--- src/rtl/alu_mc_if.sv ---
// Operand/result bus of the multi-cycle ALU.
// Handshake: start is a request that is accepted only while busy=0; busy stays high while an
// iterative op runs; done is a one-cycle pulse marking alu_out, z and div_err as the new result.
interface alu_mc_if #(parameter int WIDTH = 16);
    logic             start;
    logic [2:0]       alu_op;
    logic [WIDTH-1:0] in1;
    logic [WIDTH-1:0] in2;
    logic             busy;
    logic             done;
    logic [WIDTH-1:0] alu_out;
    logic             z;
    logic             div_err;

    modport master (
        output start, alu_op, in1, in2,
        input  busy, done, alu_out, z, div_err
    );

    modport slave (
        input  start, alu_op, in1, in2,
        output busy, done, alu_out, z, div_err
    );
endinterface

--- src/rtl/alu_mc.sv ---
// Multi-cycle accumulator ALU: single-cycle add/xor/sub/shl1, iterative mul/div/mod.
// ALU_FAST_MUL_EN: when defined, mul uses a combinational multiplier and completes in one cycle.
module alu_mc #(
    parameter int WIDTH = 16,
    parameter int CNT_W = $clog2(WIDTH) + 1
) (
    input  logic       clk,
    input  logic       rst_n,
    alu_mc_if.slave    bus,
    output logic [1:0] state_dbg
);

    localparam logic [1:0] IDLE = 2'd0;
    localparam logic [1:0] CALC = 2'd1;
    localparam logic [1:0] FIN  = 2'd2;

    localparam logic [2:0] OP_NOP = 3'd0;
    localparam logic [2:0] OP_ADD = 3'd1;
    localparam logic [2:0] OP_XOR = 3'd2;
    localparam logic [2:0] OP_MUL = 3'd3;
    localparam logic [2:0] OP_DIV = 3'd4;
    localparam logic [2:0] OP_MOD = 3'd5;
    localparam logic [2:0] OP_SHL = 3'd6;
    localparam logic [2:0] OP_SUB = 3'd7;

    logic [1:0]       state;
    logic [CNT_W-1:0] cnt;
    logic [2:0]       op_q;
    logic [WIDTH-1:0] acc;
    logic [WIDTH-1:0] sa;
    logic [WIDTH-1:0] sb;
    logic [WIDTH-1:0] alu_out_r;
    logic             z_r;
    logic             done_r;
    logic             err_r;

    logic             iter_req;
    logic             sc_err;
    logic [WIDTH-1:0] sc_res;
    logic [WIDTH:0]   shifted;
    logic [WIDTH:0]   diff;
    logic [WIDTH-1:0] mul_sum;
    logic [WIDTH-1:0] fin_res;

    assign bus.busy    = (state != IDLE);
    assign bus.done    = done_r;
    assign bus.alu_out = alu_out_r;
    assign bus.z       = z_r;
    assign bus.div_err = err_r;
    assign state_dbg   = state;

    // Decode of the op presented at the inputs; a zero divisor short-circuits to one cycle.
    always_comb begin
        sc_res   = alu_out_r;
        sc_err   = 1'b0;
        iter_req = 1'b0;
        case (bus.alu_op)
            OP_ADD: sc_res = bus.in1 + bus.in2;
            OP_XOR: sc_res = bus.in1 ^ bus.in2;
`ifdef ALU_FAST_MUL_EN
            OP_MUL: sc_res = bus.in1 * bus.in2;
`else
            OP_MUL: iter_req = 1'b1;
`endif
            OP_DIV: begin
                if (bus.in2 == '0) begin
                    sc_res = '1;
                    sc_err = 1'b1;
                end else begin
                    iter_req = 1'b1;
                end
            end
            OP_MOD: begin
                if (bus.in2 == '0) begin
                    sc_res = bus.in1;
                    sc_err = 1'b1;
                end else begin
                    iter_req = 1'b1;
                end
            end
            OP_SHL:  sc_res = {bus.in1[WIDTH-2:0], 1'b0};
            OP_SUB:  sc_res = bus.in1 - bus.in2;
            default: sc_res = alu_out_r;
        endcase
    end

    // Restoring division: acc is the partial remainder, sa shifts dividend out and quotient in.
    always_comb begin
        shifted = {acc, sa[WIDTH-1]};
        diff    = shifted - {1'b0, sb};
        mul_sum = acc + sa;
        fin_res = (op_q == OP_DIV) ? sa : acc;
    end

    always_ff @(posedge clk or negedge rst_n) begin
        if (!rst_n) begin
            state     <= IDLE;
            cnt       <= '0;
            op_q      <= OP_NOP;
            acc       <= '0;
            sa        <= '0;
            sb        <= '0;
            alu_out_r <= '0;
            z_r       <= 1'b1;
            done_r    <= 1'b0;
            err_r     <= 1'b0;
        end else begin
            done_r <= 1'b0;
            case (state)
                IDLE: begin
                    if (bus.start) begin
                        op_q <= bus.alu_op;
                        if (iter_req) begin
                            state <= CALC;
                            cnt   <= '0;
                            acc   <= '0;
                            sa    <= bus.in1;
                            sb    <= bus.in2;
                        end else begin
                            alu_out_r <= sc_res;
                            z_r       <= (sc_res == '0);
                            err_r     <= sc_err;
                            done_r    <= 1'b1;
                        end
                    end
                end
                CALC: begin
                    if (op_q == OP_MUL) begin
                        if (sb[0]) acc <= mul_sum;
                        sa <= {sa[WIDTH-2:0], 1'b0};
                        sb <= {1'b0, sb[WIDTH-1:1]};
                    end else begin
                        acc <= diff[WIDTH] ? shifted[WIDTH-1:0] : diff[WIDTH-1:0];
                        sa  <= {sa[WIDTH-2:0], ~diff[WIDTH]};
                    end
                    cnt <= cnt + 1'b1;
                    if (cnt == CNT_W'(WIDTH - 1)) state <= FIN;
                end
                FIN: begin
                    alu_out_r <= fin_res;
                    z_r       <= (fin_res == '0);
                    err_r     <= 1'b0;
                    done_r    <= 1'b1;
                    state     <= IDLE;
                end
                default: state <= IDLE;
            endcase
        end
    end

endmodule

--- src/flat_wrapper.sv ---
// flat-port wrapper written by rule: the top's interface ports become plain ports
module alu_mc_flat 
#(
    parameter int WIDTH = 16,
    parameter int CNT_W = $clog2(WIDTH) + 1
)
  (clk, rst_n, state_dbg, bus_start, bus_alu_op, bus_in1, bus_in2, bus_busy, bus_done, bus_alu_out, bus_z, bus_div_err);
  alu_mc_if #(.WIDTH(WIDTH)) bus_i ();
  input  logic clk;
  input  logic rst_n;
  output logic [1:0] state_dbg;
  input wire logic [$bits(bus_i.start)-1:0] bus_start;
  input wire logic [$bits(bus_i.alu_op)-1:0] bus_alu_op;
  input wire logic [$bits(bus_i.in1)-1:0] bus_in1;
  input wire logic [$bits(bus_i.in2)-1:0] bus_in2;
  output wire logic [$bits(bus_i.busy)-1:0] bus_busy;
  output wire logic [$bits(bus_i.done)-1:0] bus_done;
  output wire logic [$bits(bus_i.alu_out)-1:0] bus_alu_out;
  output wire logic [$bits(bus_i.z)-1:0] bus_z;
  output wire logic [$bits(bus_i.div_err)-1:0] bus_div_err;
  assign bus_i.start = bus_start;
  assign bus_i.alu_op = bus_alu_op;
  assign bus_i.in1 = bus_in1;
  assign bus_i.in2 = bus_in2;
  assign bus_busy = bus_i.busy;
  assign bus_done = bus_i.done;
  assign bus_alu_out = bus_i.alu_out;
  assign bus_z = bus_i.z;
  assign bus_div_err = bus_i.div_err;
  alu_mc #(.WIDTH(WIDTH), .CNT_W(CNT_W)) u_core (.clk(clk), .rst_n(rst_n), .bus(bus_i), .state_dbg(state_dbg));
endmodule
--- config.mk ---
export PLATFORM = sky130hd
export DESIGN_NAME = alu_mc_flat
export DESIGN_NICKNAME = d
export VERILOG_FILES = /design/src/rtl/alu_mc_if.sv /design/src/rtl/alu_mc.sv /design/src/flat_wrapper.sv
export SDC_FILE = /design/constraint.sdc
export NUM_CORES = 1
export LEC_CHECK = 0
export BUFFER_PORTS_ARGS = -buffer_cell sky130_fd_sc_hd__buf_4
export CORE_MARGIN = 1.5
export CORE_UTILIZATION = 60
export CTS_CLUSTER_SIZE = 25
export DETAILED_ROUTE_END_ITERATION = 8
export GPL_ROUTABILITY_DRIVEN = 1
export PLACE_DENSITY = 0.8
export SKIP_LAST_GASP = 1
export SYNTH_ARGS = -nofsm -noshare
export SYNTH_HDL_FRONTEND = slang
export SYNTH_SLANG_ARGS = --single-unit
--- constraint.sdc ---
create_clock -name clk -period 10.1 [get_ports clk]
set_input_delay 0.505 -clock clk [delete_from_list [all_inputs] [get_ports clk]]
set_output_delay 0.505 -clock clk [all_outputs]
set_load 0.02 [all_outputs]
# Yosys cells after proc, flatten, opt, wreduce, memory -nomap -nowiden
# Cells that the tools add are included.
[word_totals]
output_inout_bits = 22
regBits = 77
wordCells = 90
in_bits = 38
[op_classes]
n_reduce_logical = 14
muxes = 41
bitwise = 2
eq_ne = 18
add_sub_neg = 5
[ops]
columns = ["operator", "n"]
rows = [
  ["16-bit 2-to-1 mux", 15],
  ["16-bit one-hot mux with 2 select lines", 4],
  ["16-bit one-hot mux with 6 select lines", 1],
  ["16-bit logical NOT", 3],
  ["16-bit adder", 2],
  ["17-bit by 16-bit subtractor with 17-bit output", 1],
  ["16-bit subtractor", 1],
  ["16-bit XOR", 1],
  ["3-bit == test, second input constant", 5],
  ["1-bit 2-to-1 mux", 10],
  ["5-bit 2-to-1 mux", 2],
  ["5-bit one-hot mux with 2 select lines", 1],
  ["3-bit by 2-bit == test with 1-bit output, second input constant", 3],
  ["3-bit AND reduction", 3],
  ["1-bit one-hot mux with 2 select lines", 4],
  ["4-bit AND reduction", 2],
  ["2-bit 2-to-1 mux", 3],
  ["2-bit by 1-bit inequality test with 1-bit output, second input constant", 3],
  ["2-bit nonzero test", 3],
  ["5-bit by 1-bit adder with 5-bit output, second input constant", 1],
  ["5-bit by 4-bit == test with 1-bit output, second input constant", 1],
  ["2-bit inequality test, second input constant", 2],
  ["2-bit one-hot mux with 2 select lines", 1],
  ["3-bit by 1-bit == test with 1-bit output, second input constant", 1],
  ["7 further kinds", 7],
]

# Logic depth before layout (Yosys ltp)
[depth]
depth_word = 7
ltp_mapped = 18
ltp_nobuf = 16

# Worst setup path before layout
# No wires, ideal clock.
[synth_timing]
kind = "input to register"
from = "input port bus_alu_op[0]"
to = "register u_core.alu_out_r[14], in the netlist u_core.bus.alu_out[14]"
arrival_ns = 3.971
t_required_ns = 9.974
stages = 17
path_slack_ns = 6.003
n_path_buf = 2
setup_time_ns = 0.126
cell_sequence = "clkbuf_1 > clkbuf_1 > nand2_1 > nor2_1 > a21oi_1 > xnor2_1 > ha_1 > o21a_1 > o31a_1 > o41ai_1 > a21oi_1 > a311o_1 > a21oi_1 > xor2_1 > o21ai_0 > a22o_1 > a221o_1"
[synth_between]
elab_chain_cells = 5
elab_cells_between_ends = 15
classes_between = "8 x eq/ne; 5 x mux; 2 x reduce/logical"
[synth_rtl]
columns = ["item", "line", "source"]
rows = [
  ["start, declared", "flat_wrapper.sv:13", "input wire logic [$bits(bus_i.alu_op)-1:0] bus_alu_op;"],
  ["3-bit == test, or another cell as far along", "alu_mc.sv:57", "case (bus.alu_op)"],
  ["16-bit one-hot mux with 6 select lines / 2-bit OR reduction (equally long branches)", "-", ""],
  ["16-bit 2-to-1 mux / 1-bit one-hot mux with 2 select lines (equally long branches)", "alu_mc.sv:113, alu_mc.sv:57", ""],
  ["16-bit 2-to-1 mux / 2-bit inequality test (equally long branches)", "-", ""],
  ["16-bit one-hot mux with 2 select lines / 3-bit AND reduction (equally long branches)", "-", ""],
  ["end signal, assigned", "alu_mc.sv:120", "alu_out_r <= sc_res;"],
  ["end signal, assigned", "alu_mc.sv:140", "alu_out_r <= fin_res;"],
  ["end, declared", "alu_mc.sv:32", "logic [WIDTH-1:0] alu_out_r;"],
]
# Parallel ways exist; a longest one is shown, timed or not. The select of a mux whose other input is x is not followed.
# A chain may end at the register's enable or synchronous reset.

# Worst setup path after layout
[layout_timing]
from = "register u_core.sa[15]"
to = "register u_core.acc[15]"
[layout_between]
elab_chain_cells = 4
elab_cells_between_ends = 6
classes_between = "2 x add/sub; 4 x mux"
[layout_rtl]
columns = ["item", "line", "source"]
rows = [
  ["start, declared", "alu_mc.sv:30", "logic [WIDTH-1:0] sa;"],
  ["start signal, assigned", "alu_mc.sv:117", "sa <= bus.in1;"],
  ["start signal, assigned", "alu_mc.sv:130", "sa <= {sa[WIDTH-2:0], 1'b0};"],
  ["start signal, assigned", "alu_mc.sv:134", "sa <= {sa[WIDTH-2:0], ~diff[WIDTH]};"],
  ["17-bit by 16-bit subtractor with 17-bit output / 16-bit adder (equally long branches)", "alu_mc.sv:90, alu_mc.sv:91", ""],
  ["16-bit 2-to-1 mux, on equally long branches", "alu_mc.sv:133, alu_mc.sv:129", ""],
  ["16-bit 2-to-1 mux *", "alu_mc.sv:128", "if (op_q == OP_MUL) begin"],
  ["16-bit one-hot mux with 2 select lines *", "alu_mc.sv:109", "case (state)"],
  ["end signal, assigned", "alu_mc.sv:129", "if (sb[0]) acc <= mul_sum;"],
  ["end signal, assigned", "alu_mc.sv:133", "acc <= diff[WIDTH] ? shifted[WIDTH-1:0] : diff[WIDTH-1:0];"],
  ["end, declared", "alu_mc.sv:29", "logic [WIDTH-1:0] acc;"],
]
# Mark *: on every way between the ends. The rest lies on a longest branch, timed or not. The select of a mux whose other input is x is not followed.

==> qor.txt <==
status - finished clean
required time worst endpoint - 10.31 ns
Core Area - 0.0120 mm²
clk buf depth - 2
number of flops mapped to enable cells by yosys - 0
Layout area overhead - 10.7%
total power - 0.00292 W
flops & latches, synth - 77
Sw Ratio - 0.501
share of cells above drive strength 1 - 0.106
setup bufs post-CTS - 0
YS warnings - 0
DRC - 0
initial core utilization - 0.615
Root Buffer - clkbuf_16
Switching Power - 0.00147 W
DR vias - 7580
CTS H-Tree Depth - 3
Seq pwr share - 0.232
DIE AREA - 0.0130 mm²
CP top delay family - compound AO/OA/AOI/OAI gates
Pint - 0.00146 W
Primary FF master, synth - dfrtp_1
aggregate global-route resource usage - 0.375
main combinational cell family by area after synthesis - compound AO/OA/AOI/OAI gates
placed cell areas - 0.00789 mm²
Routed WL per cell - 20.9 µm
HPWL after DPL - 17700 µm
CTS tree - built
area of the multi-input gates - 0.00512 mm²
Synth async-reset ratio - 1.00
CP most frequent cell - o21ai_1
TritonRoute pass-1 iters - 6
Final nets - 1065
max_slew headroom - 0.179
number of I/O pins - 60
Mapped Area - 0.00739 mm²
Pwr Density - 358 mW/mm²
post-synthesis simple-gate area fraction - 0.207
clk_lat worst skew - 0.35 ns
routed wire length - 23600 µm
first-pass GRT wire length - 37800 µm
Avg Cell Area, Syn - 7.77 µm²
minimum clock period - 4.42 ns
largest net degree at the start of global routing - 78
RD Place Congestion - 0.957
crit path buf inv count - 2
CTS Hold Bufs - 0
Min-Delay Path Class - input pin to async pin
post-synthesis mux area share - 0.0449
vias in the first global route - 7137
std cell rows - 40
Netlist cell types - 76
crit path cell chain - inv_1 -> ha_1 -> inv_1 -> fa_1 -> a211oi_1 -> o21ai_1 -> a31oi_1 -> o21ai_1 -> a31oi_1 -> o311ai_4 -> o311ai_0 -> o21ai_1
Worst VDD drop - 209 µV
Die W - 114 µm
Max Clock Skew - 0.00930 ns
Storage cell area - 0.00193 mm²
grt ovf - 0
vias per cell - 6.73
fin. max-slew vios - 0
fmax - 0.226 GHz
IO Port Bufs - 59
Finished Cell Area - 0.00818 mm²
maximum cell stage delay along the critical path - 0.71 ns
crit end category - flop
Detail Route Antenna Nets - 0
cells after synthesis - 951
CP max stage cell - o311ai_0
xor and xnor area share after synthesis - 0.0723
register area share after synthesis - 0.261
critical path fanouts, max - 20
Synth Area in Compound Gates - 0.273
antenna violations before repair - 0
Fin. Hold Viols - 0
Leak - 3.67 nW
Max Cap Viol - 0
1st-iter DRT viols - 799
Comb pwr share - 0.658
ant diodes - 0
Clk network pwr share - 0.110
RSZ-0062 raised after global routing - no
Num CTS Buffers - 9
clk slew on worst S/H paths - 0.07 ns
die extent in y - 114 µm
Fillers - 1069
Tcrit/Tclk final - 0.437
Syn Nets - 1041
Final TNS setup - 0 ns
final setup fails - 0
crit path DAT - 4.63 ns
Post-Synth Adder-Cell Area - 0.0911
crit start category - flop
Slew @ Worst Pin - 1.23 ns
post-CTS sizing - 0
CP Class - flop to flop
Sink Count - 77
==> per-layer routing <==
metal	track usage	wire length (µm)	up-vias
li1	-	-	3515
met1	0.513	10000	3586
met2	0.586	10600	412
met3	0.0728	2150	67
met4	0.153	766	0
met5	0	0	-
==> area by class of cell <==
class / instances / share of cell area
flip-flops and latches: 77 / 0.236
clock buffers: 9 / 0.0275
multi-input cells: 777 / 0.626
well taps: 147 / 0.0225
clock inverters: 7 / 0.00781
inverters: 45 / 0.0207
repair buffers: 65 / 0.0597
==> logic make-up (layout without fill, tap and decap cells) <==
logic type | after synthesis | count (layout)
adder cells (fa/ha/maj) | 52 | 52
buffers and inverters | 97 | 126
multiplexers | 33 | 33
flip-flops | 77 | 77
AO/OA/AOI/OAI | 307 | 307
AND/OR/NAND/NOR | 324 | 324
XOR/XNOR | 61 | 61
==> cell usage after synthesis, types with 10 or more instances <==
cell type    n  area, µm²
xnor2_1     42        368
xor2_1      19        166
o21a_1      11       82.6
nor3_1      16       80.1
o221ai_1    11       96.3
nand2_1    120        450
dfrtp_1     76       1900
a21oi_1     82        410
o21ai_0     45        225
o211ai_1    10       75.1
nand3_1     22        110
a31oi_1     36        225
o21ai_1     12       60.1
a21o_1      20        150
inv_1       43        161
mux2i_1     32        320
ha_1        49        613
clkbuf_1    44        165
nor2_1      94        353
==> worst paths after layout <==
path	start	end	slack, ns	depth (start not counted)
max	u_core.sa[15]	u_core.acc[15]	5.68	12
min	rst_n	u_core.sb[2]	0.31	1
max reg2reg	u_core.sa[15]	u_core.acc[15]	5.68	12
min reg2reg	u_core.cnt[0]	u_core.cnt[0]	0.52	1
max in group asynchronous	rst_n	u_core.acc[9]	9.10	1
min in group clk	bus_in1[15]	u_core.sa[15]	0.45	3
==> power by group through the flow <==
stage	combinational (W)	sequential, W	clock [W]
after global routing	0.00214	0.000695	0.000336
after CTS	0.00190	0.000669	0.000324
final	0.00192	0.000679	0.000322
after global placement	0.00184	0.000672	0
after detailed placement	0.00188	0.000671	0
after floorplan	0.00142	0.000631	0
==> through the flow <==
step                std cells  hold WS, ns   util  setup slack (ns)
floorplan                 951        0.209      -              6.00
global placement         1111        0.493  0.657              5.66
global route             1127        0.401  0.681              5.46
detailed placement       1111        0.505  0.657              5.50
finish                   1127        0.311  0.681              5.68
CTS                      1127        0.362  0.681              5.84
==> sequential cells by signal (all words and copies together) (netlist names) <==
signal	cells
u_core.acc	16
u_core.bus.alu_out	16
u_core.bus.div_err	1
u_core.bus.done	1
u_core.bus.z	1
u_core.cnt	5
u_core.op_q	3
u_core.sa	16
u_core.sb	16
u_core.state_dbg	2
==> cells in the final DEF (no fill, tap or decap), drive strengths merged, types with 5 or more instances in the layout <==
master  netlist  layout
nand2       120     120
nor2         94      94
a21oi        84      84
dfrtp        76      76
buf           8      65
o21ai        57      57
ha           49      49
inv          45      49
xnor2        42      42
a31oi        36      36
mux2i        32      32
nand3        22      22
a21o         20      20
xor2         19      19
nor3         18      18
o21a         11      11
o221ai       11      11
o211ai       10      10
nand2b        9       9
nor2b         9       9
clkbuf       44       9
nor4          9       9
a211oi        9       9
and2          7       7
o31ai         7       7
o31a          6       6
a221o         6       6
or2           6       6
o41ai         5       5
nand4         5       5
or3           5       5
a211o         5       5
o21bai        5       5
or4           5       5
No activity file was read; power rests on OpenSTA's default activity.
